$ cat config.mk
export PLATFORM = sky130hd
export DESIGN_NAME = hazard_stall_ctrl
export DESIGN_NICKNAME = d
export VERILOG_FILES = /design/src/rtl/hazard_stall_ctrl.sv
export SDC_FILE = /design/constraint.sdc
export NUM_CORES = 1
export LEC_CHECK = 0
export ABC_AREA = 1
export BUFFER_PORTS_ARGS = -buffer_cell sky130_fd_sc_hd__buf_4
export CAP_MARGIN = 5
export CORE_MARGIN = 3
export CORE_UTILIZATION = 45
export CTS_CLUSTER_SIZE = 10
export DETAILED_ROUTE_END_ITERATION = 7
export HOLD_SLACK_MARGIN = 0.1
export MAX_ROUTING_LAYER = met4
export PLACE_DENSITY = 0.78
export SLEW_MARGIN = 25
export SYNTH_ARGS = -nofsm -noshare
export SYNTH_HDL_FRONTEND = slang
export SYNTH_SLANG_ARGS = --single-unit
$ cat constraint.sdc
create_clock -name clk -period 2 [get_ports clk]
set_input_delay 0.1 -clock clk [delete_from_list [all_inputs] [get_ports clk]]
set_output_delay 0.1 -clock clk [all_outputs]
set_load 0.1 [all_outputs]
$ cat src/rtl/hazard_stall_ctrl.sv
// RAW-hazard scoreboard and stall/halt sequencer for the mips_16 pipeline.
// Latency: hazard and enables are same-cycle combinational; state, halt_ack, stall_cnt registered.
// Backpressure: a hazard drops fetch/decode enables (bubble into EX); halt drains EX/MEM/WB first.
module hazard_stall_ctrl #(
    parameter int REG_ADDR_W = 3,
    parameter int CNT_W      = 16
) (
    input  logic                  clk,
    input  logic                  rst_n,
    input  logic                  id_valid,
    input  logic [REG_ADDR_W-1:0] id_src1,
    input  logic [REG_ADDR_W-1:0] id_src2,
    input  logic                  id_write_en,
    input  logic [REG_ADDR_W-1:0] id_dest,
    input  logic                  halt_req,
    input  logic                  stall_cnt_clr,
    output logic                  instruction_fetch_en,
    output logic                  instruction_decode_en,
    output logic                  halt_ack,
    output logic                  hazard,
    output logic                  sb_busy,
    output logic [1:0]            ctrl_state,
    output logic [CNT_W-1:0]      stall_cnt
);

    typedef enum logic [1:0] {
        RUN     = 2'd0,
        HALTING = 2'd1,
        HALTED  = 2'd2
    } state_t;

    typedef struct packed {
        logic                  vld;
        logic [REG_ADDR_W-1:0] dest;
    } sb_entry_t;

    state_t           state_q;
    sb_entry_t [2:0]  sb_q;
    logic             halt_ack_q;
    logic [CNT_W-1:0] stall_cnt_q;
    logic             src1_hit;
    logic             src2_hit;
    logic             run;

    // WB (sb_q[2]) is still a hazard: the regfile write lands after the ID read.
    always_comb begin
        src1_hit = 1'b0;
        src2_hit = 1'b0;
        for (int i = 0; i < 3; i++) begin
            if (sb_q[i].vld && (sb_q[i].dest == id_src1)) src1_hit = 1'b1;
            if (sb_q[i].vld && (sb_q[i].dest == id_src2)) src2_hit = 1'b1;
        end
    end

    assign hazard  = id_valid & (((id_src1 != '0) & src1_hit) | ((id_src2 != '0) & src2_hit));
    assign sb_busy = sb_q[0].vld | sb_q[1].vld | sb_q[2].vld;
    assign run     = (state_q == RUN);

    // Enables are gated by rst_n so the pipeline is frozen for the whole reset pulse.
    assign instruction_fetch_en  = rst_n & run & ~hazard;
    assign instruction_decode_en = rst_n & run & ~hazard;
    assign halt_ack              = halt_ack_q;
    assign ctrl_state            = state_q;
    assign stall_cnt             = stall_cnt_q;

    always_ff @(posedge clk or negedge rst_n) begin
        if (!rst_n) begin
            state_q     <= RUN;
            sb_q        <= '0;
            halt_ack_q  <= 1'b0;
            stall_cnt_q <= '0;
        end else begin
            sb_q[0] <= '{vld:  instruction_decode_en & id_valid & id_write_en & (id_dest != '0),
                         dest: id_dest};
            sb_q[1] <= sb_q[0];
            sb_q[2] <= sb_q[1];

            if (stall_cnt_clr)
                stall_cnt_q <= '0;
            else if (run && hazard && (stall_cnt_q != '1))
                stall_cnt_q <= stall_cnt_q + CNT_W'(1);

            case (state_q)
                RUN: begin
                    halt_ack_q <= 1'b0;
                    if (halt_req) state_q <= HALTING;
                end
                HALTING: begin
                    if (!halt_req) begin
                        state_q    <= RUN;
                        halt_ack_q <= 1'b0;
                    end else if (!sb_busy) begin
                        state_q    <= HALTED;
                        halt_ack_q <= 1'b1;
                    end
                end
                HALTED: begin
                    if (!halt_req) begin
                        state_q    <= RUN;
                        halt_ack_q <= 1'b0;
                    end
                end
                default: begin
                    state_q    <= RUN;
                    halt_ack_q <= 1'b0;
                end
            endcase
        end
    end

endmodule
## Yosys cells after proc, flatten, opt, wreduce, memory -nomap -nowiden

Index checks and enable logic that the tools add are counted.

- Add/sub/neg operators: 1
- Eq/ne operators: 12
- Mux-type cells: 17
- Bitwise gates (word level): 12
- Reduce and logical (&&, ||, !) cells: 15

Operator list:

| operator | number |
|---|---|
| 16-bit two-way mux | 2 |
| 3-bit == test | 6 |
| 16-bit by 1-bit adder with 16-bit output, second input constant | 1 |
| 16-bit inequality test, second input constant | 1 |
| 1-bit two-way mux | 9 |
| 3-bit nonzero test | 3 |
| 1-bit AND | 8 |
| 1-bit logical AND | 8 |
| 2-bit two-way mux | 4 |
| 2-bit one-hot mux with 3 select lines | 1 |
| 2-bit inequality test, second input constant | 2 |
| 3-bit inequality test, second input constant | 1 |
| 1-bit bitwise OR | 3 |
| 3-bit AND reduction | 1 |
| 2-bit by 1-bit == test with 1-bit output, second input constant | 1 |
| 2-bit == test, second input constant | 1 |
| 2-bit logical NOT | 1 |
| 1-bit one-hot mux with 2 select lines | 1 |
| 2-bit AND reduction | 1 |
| 2-bit nonzero test | 1 |
| 1-bit NOT | 1 |

- Flip-flop bits (word level): 31
- Logic and storage cells: 66

## Depth between registers and ports, before layout

- Word-level depth: 13
- Gate-level depth with buffers: 13
- Mapped depth without buffers: 12

## Least setup slack after synthesis

OpenSTA, ideal clock, no wires.

- Kind: register -> output
- Start point: register sb_q[4] (netlist name)
- End point: output port instruction_fetch_en
- Arrival: 5.049 ns
- Required time: 1.900 ns
- Slack: -3.149 ns
- Stages on the path, launching flop included: 11
- Path buffers: 1
- Cell sequence: dfrtp_1 > inv_1 > nand2_1 > nand2_1 > nor2_1 > nand2_1 > nand3_1 > nand2_1 > a21boi_0 > nor2_1 > buf_4

- Word-level cells in the longest chain between the ends: 9

RTL lines:

| item | line | source |
|---|---|---|
| start: declaration | 38 | `sb_entry_t [2:0] sb_q;` |
| 3-bit == test, on equally long branches | 50, 51 |  |
| 1-bit logical AND, on equally long branches | 50, 51 |  |
| 1-bit two-way mux, on equally long branches (2 in a row) | 50, 51 |  |
| 1-bit AND | 55 | `assign hazard = id_valid & (((id_src1 != '0) & src1_hit) \| ((id_src2 != '0) & src2_hit));` |
| 1-bit bitwise OR (*) | 55 |  |
| 1-bit AND (*) | 55 |  |
| named net hazard | 20 | `output logic hazard,` |
| 1-bit NOT (*) | - |  |
| 1-bit AND (*) | - |  |
| end: declaration | 17 | `output logic instruction_fetch_en,` |

Mark *: on every way through the listed nets, which the timed path passes. The rest lies on a longest branch.

## Worst setup path after layout

- Start point: register stall_cnt_q[0], in the netlist stall_cnt[0]
- End point: register stall_cnt_q[0], in the netlist stall_cnt[0]

- Word-level cells in the longest chain between the ends: 3

RTL lines:

| item | line | source |
|---|---|---|
| start: declaration | 40 | `logic [CNT_W-1:0] stall_cnt_q;` |
| start signal: assignment | 81 | `stall_cnt_q <= stall_cnt_q + CNT_W'(1);` |
| 16-bit by 1-bit adder with 16-bit output or 16-bit inequality test (tied branches) | 81, 80 |  |
| 16-bit two-way mux or 1-bit logical AND (tied branches) | 80 | `else if (run && hazard && (stall_cnt_q != '1))` |
| 16-bit two-way mux or 2-bit nonzero test (tied branches) | - |  |

Parallel ways exist; a longest one is shown, timed or not. The select of a mux whose other input is x is not followed.
A chain may end at the register's enable or synchronous reset.

==> flow_summary.toml <==
[critical_path]
critical_path.startpoint_type = "register"
end_kind = "register"
crit_type = "reg -> reg"
cpPeakStageDelay_ns = 0.50
worstPathMaxFanout = 17
crit_top_cell = "nand2_1"
cp_data_required_time_ns = 2.22
critical-path-top-delay-family = "simple AND/OR/NAND/NOR gates"
path_buf_inv = 0
cpMaxStageDelayCell = "dfrtp_4"
critPathArrivalTime_ns = 2.09
path_cells = "ha_1, nand3_1, nor2_4, nand3_2, nor2_2, a21oi_2, nand3_4, nand2_8, nand2_1, nand2_1"

[synthesis]
syn_nets = 287
syn_area_per_cell_um2 = 6.852
ys_types = 29
yosysSeqAreaShare_pct = 41.78
syn_area_um2 = 1857
ys_seq_elements = 31
synthCells = 271
yosysWarnings = 0

[global_routing]
grt_max_degree = 32
grt_pass1_vias = 1680
antenna_found_initial = 0
grt-ovfl-total = 0
grt.total_usage_pct = 19.68
grt_pass1_wl_mm = 7.631

[route]
drtIter0Drc = 86
vias = 1806
via_per_inst = 4.948
postRouteAntennaNets = 0
drc = 0
wire_per_inst_um = 11.84
dr.pass1.iters = 4
drt-total-wl_mm = 4.320

[floorplan]
die_y_um = 70.24
start_util_pct = 48.53
io-pin-count = 38
coreArea_um2 = 3826
die_w_um = 70.24
rows = 22
die-area_um2 = 4933

[timing]
relSlewSlack_pct = 72.61
worst_slew_pin_slew_ns = 0.4057
hold_viol = 0
holdWs_ns = 0.1299
drv_slew = 0
rsz0062_at_grt = "false"
setup_violations = 0
clock_skew_ns = 0.007843
fin_ws_ns = 0.1299
timing.fmax_ghz = 0.5347
period_share_pct = 93.50
fin_crit_ns = 1.870

[pwr]
cellPowerDensity_nw_per_um2 = 700.3
total_leakage_power_uw = 0.001264
ir_drop_v = 0.0005791

[finish]
fin_cells = 365
area_delta_synth_final_pct = 27.43
nets = 332
antenna_cells = 0
drive_gt1_share_pct = 22.08

[place]
place_ws_ns = 0.1131
port_buffers = 37
gp_congestion = 0.8798
post-dp-hpwl_mm = 3.232
post-place-cells = 352

[clock_tree]
cts_setup_buffers = 0
cts_buffers = 5
cts_max_path_buffers = 2
cts-root-buf = "clkbuf_8"
worstSkewPairLatency_ns = 0.29
cts_sinks = 31
htreeDepth = 2
clk_pin_slew_ns = 0.06
cts_tree = "done"

[hold_path]
hold_class = "in -> reg"

[flow_run]
maxCapViolations = 0

[status]
outcome = "completed"
-- area by class of cell --
cell class | instances | area (um^2)
flip-flops and latches | 31 | 797.0
clock buffers | 7 | 86.33
well taps | 48 | 60.06
fillers | 358 | 1460
repair buffers | 44 | 342.8
clock inverters | 1 | 5.005
inverters | 28 | 105.1
multi-input cells | 206 | 969.7
-- cell usage after synthesis --
master | instances | area [um^2]
nand2_4 | 1 | 11.26
nor3b_1 | 1 | 7.510
nand3_4 | 1 | 17.52
ha_1 | 1 | 12.51
o311ai_0 | 1 | 8.760
o21ai_0 | 3 | 15.01
a21boi_0 | 1 | 7.510
clkbuf_1 | 2 | 7.510
nand3_2 | 2 | 20.02
inv_1 | 27 | 101.4
nor2_1 | 39 | 146.4
buf_6 | 1 | 11.26
and3_1 | 1 | 6.260
nand2_1 | 106 | 397.9
nand4_1 | 1 | 6.260
a21oi_1 | 2 | 10.01
dfrtp_1 | 31 | 775.7
buf_4 | 2 | 15.01
buf_2 | 1 | 5.000
nand3_1 | 25 | 125.1
nor2_2 | 1 | 6.260
a211oi_1 | 1 | 7.510
xor2_1 | 6 | 52.55
nor2_4 | 1 | 11.26
a21oi_2 | 1 | 8.760
clkinv_1 | 1 | 3.750
a31oi_1 | 1 | 6.260
nor3_1 | 9 | 45.04
o21bai_1 | 1 | 7.510
-- through the flow --
| step | cell area, um^2 | power [uW] | utilization [%] | setup TNS (ns) |
|---|---|---|---|---|
| floorplan | 1914 | 1046 | - | -0.08434 |
| global placement | 2216 | 1145 | 57.91 | 0 |
| detailed placement | 2216 | 1151 | 57.91 | 0 |
| CTS | 2357 | 1671 | 61.61 | 0 |
| global route | 2366 | 1737 | 61.84 | 0 |
| finish | 2366 | 1657 | 61.84 | 0 |
-- report_power, final --
part / internal, uW / switching [uW] / total [uW]
Combinational: 110 / 343 / 453
Sequential: 662 / 31.8 / 693
Clock: 277 / 233 / 511
-- layer usage --
layer	vias up	part of all wire [%]	global-route usage, %
met5	-	0	-
li1	935	-	-
met4	0	1.5	8.511
met1	816	44	24.62
met3	7	5.0	4.460
met2	48	50	30.46
-- cells in the final DEF (no fill, tap or decap), types with 5 or more instances in the layout --
| master | instances |
|---|---|
| dfrtp_2 | 11 |
| xor2_1 | 6 |
| nor2_1 | 38 |
| buf_4 | 39 |
| dfrtp_1 | 18 |
| dlygate4sd3_1 | 5 |
| nor3_1 | 9 |
| nand2_1 | 104 |
| nand3_1 | 25 |
| inv_1 | 27 |
| clkbuf_8 | 6 |
-- cell families after synthesis --
kind of cell,Yosys count,share of synthesized area [%]
AOI/OAI and AO/OA,11,3.842
adders and majority gates,1,0.6737
DFF,31,41.78
xor gates and xnor gates,6,2.830
and+or+nand+nor,188,43.13
buffers and inverters,34,7.749
-- timing repair --
item / in CTS / in global routing
gates resized for setup: 0 / 1
hold buffers: 5 / 0
endpoints found under the hold margin: 36 / 0
endpoints found under the setup margin: 0 / 11
-- final timing paths --
kind	from	end	slack, ns	cells past startpoint
setup / recovery	stall_cnt[0]	stall_cnt[0]	0.13	10
hold / removal	id_write_en	sb_q[3]	0.13	3
setup reg to reg	stall_cnt[0]	stall_cnt[0]	0.13	10
hold reg to reg	sb_q[2]	sb_q[6]	0.42	0
max in group asynchronous	rst_n	stall_cnt[1]	1.30	3
min in group asynchronous	rst_n	stall_cnt[8]	0.39	3
-- flip-flops by register name, indices dropped and copies added, names as in the netlist --
signal      count
stall_cnt      16
halt_ack        1
ctrl_state      2
sb_q           12
-- worst register-to-register path: stages, from the launching register on --
cell     delay [ns]
dfrtp_4        0.50
ha_1           0.23
nand3_1        0.16
nor2_4         0.06
nand3_2        0.07
nor2_2         0.04
a21oi_2        0.17
nand3_4        0.25
nand2_8        0.20
nand2_1        0.07
nand2_1        0.06
Power figures use the tool's default switching activity.
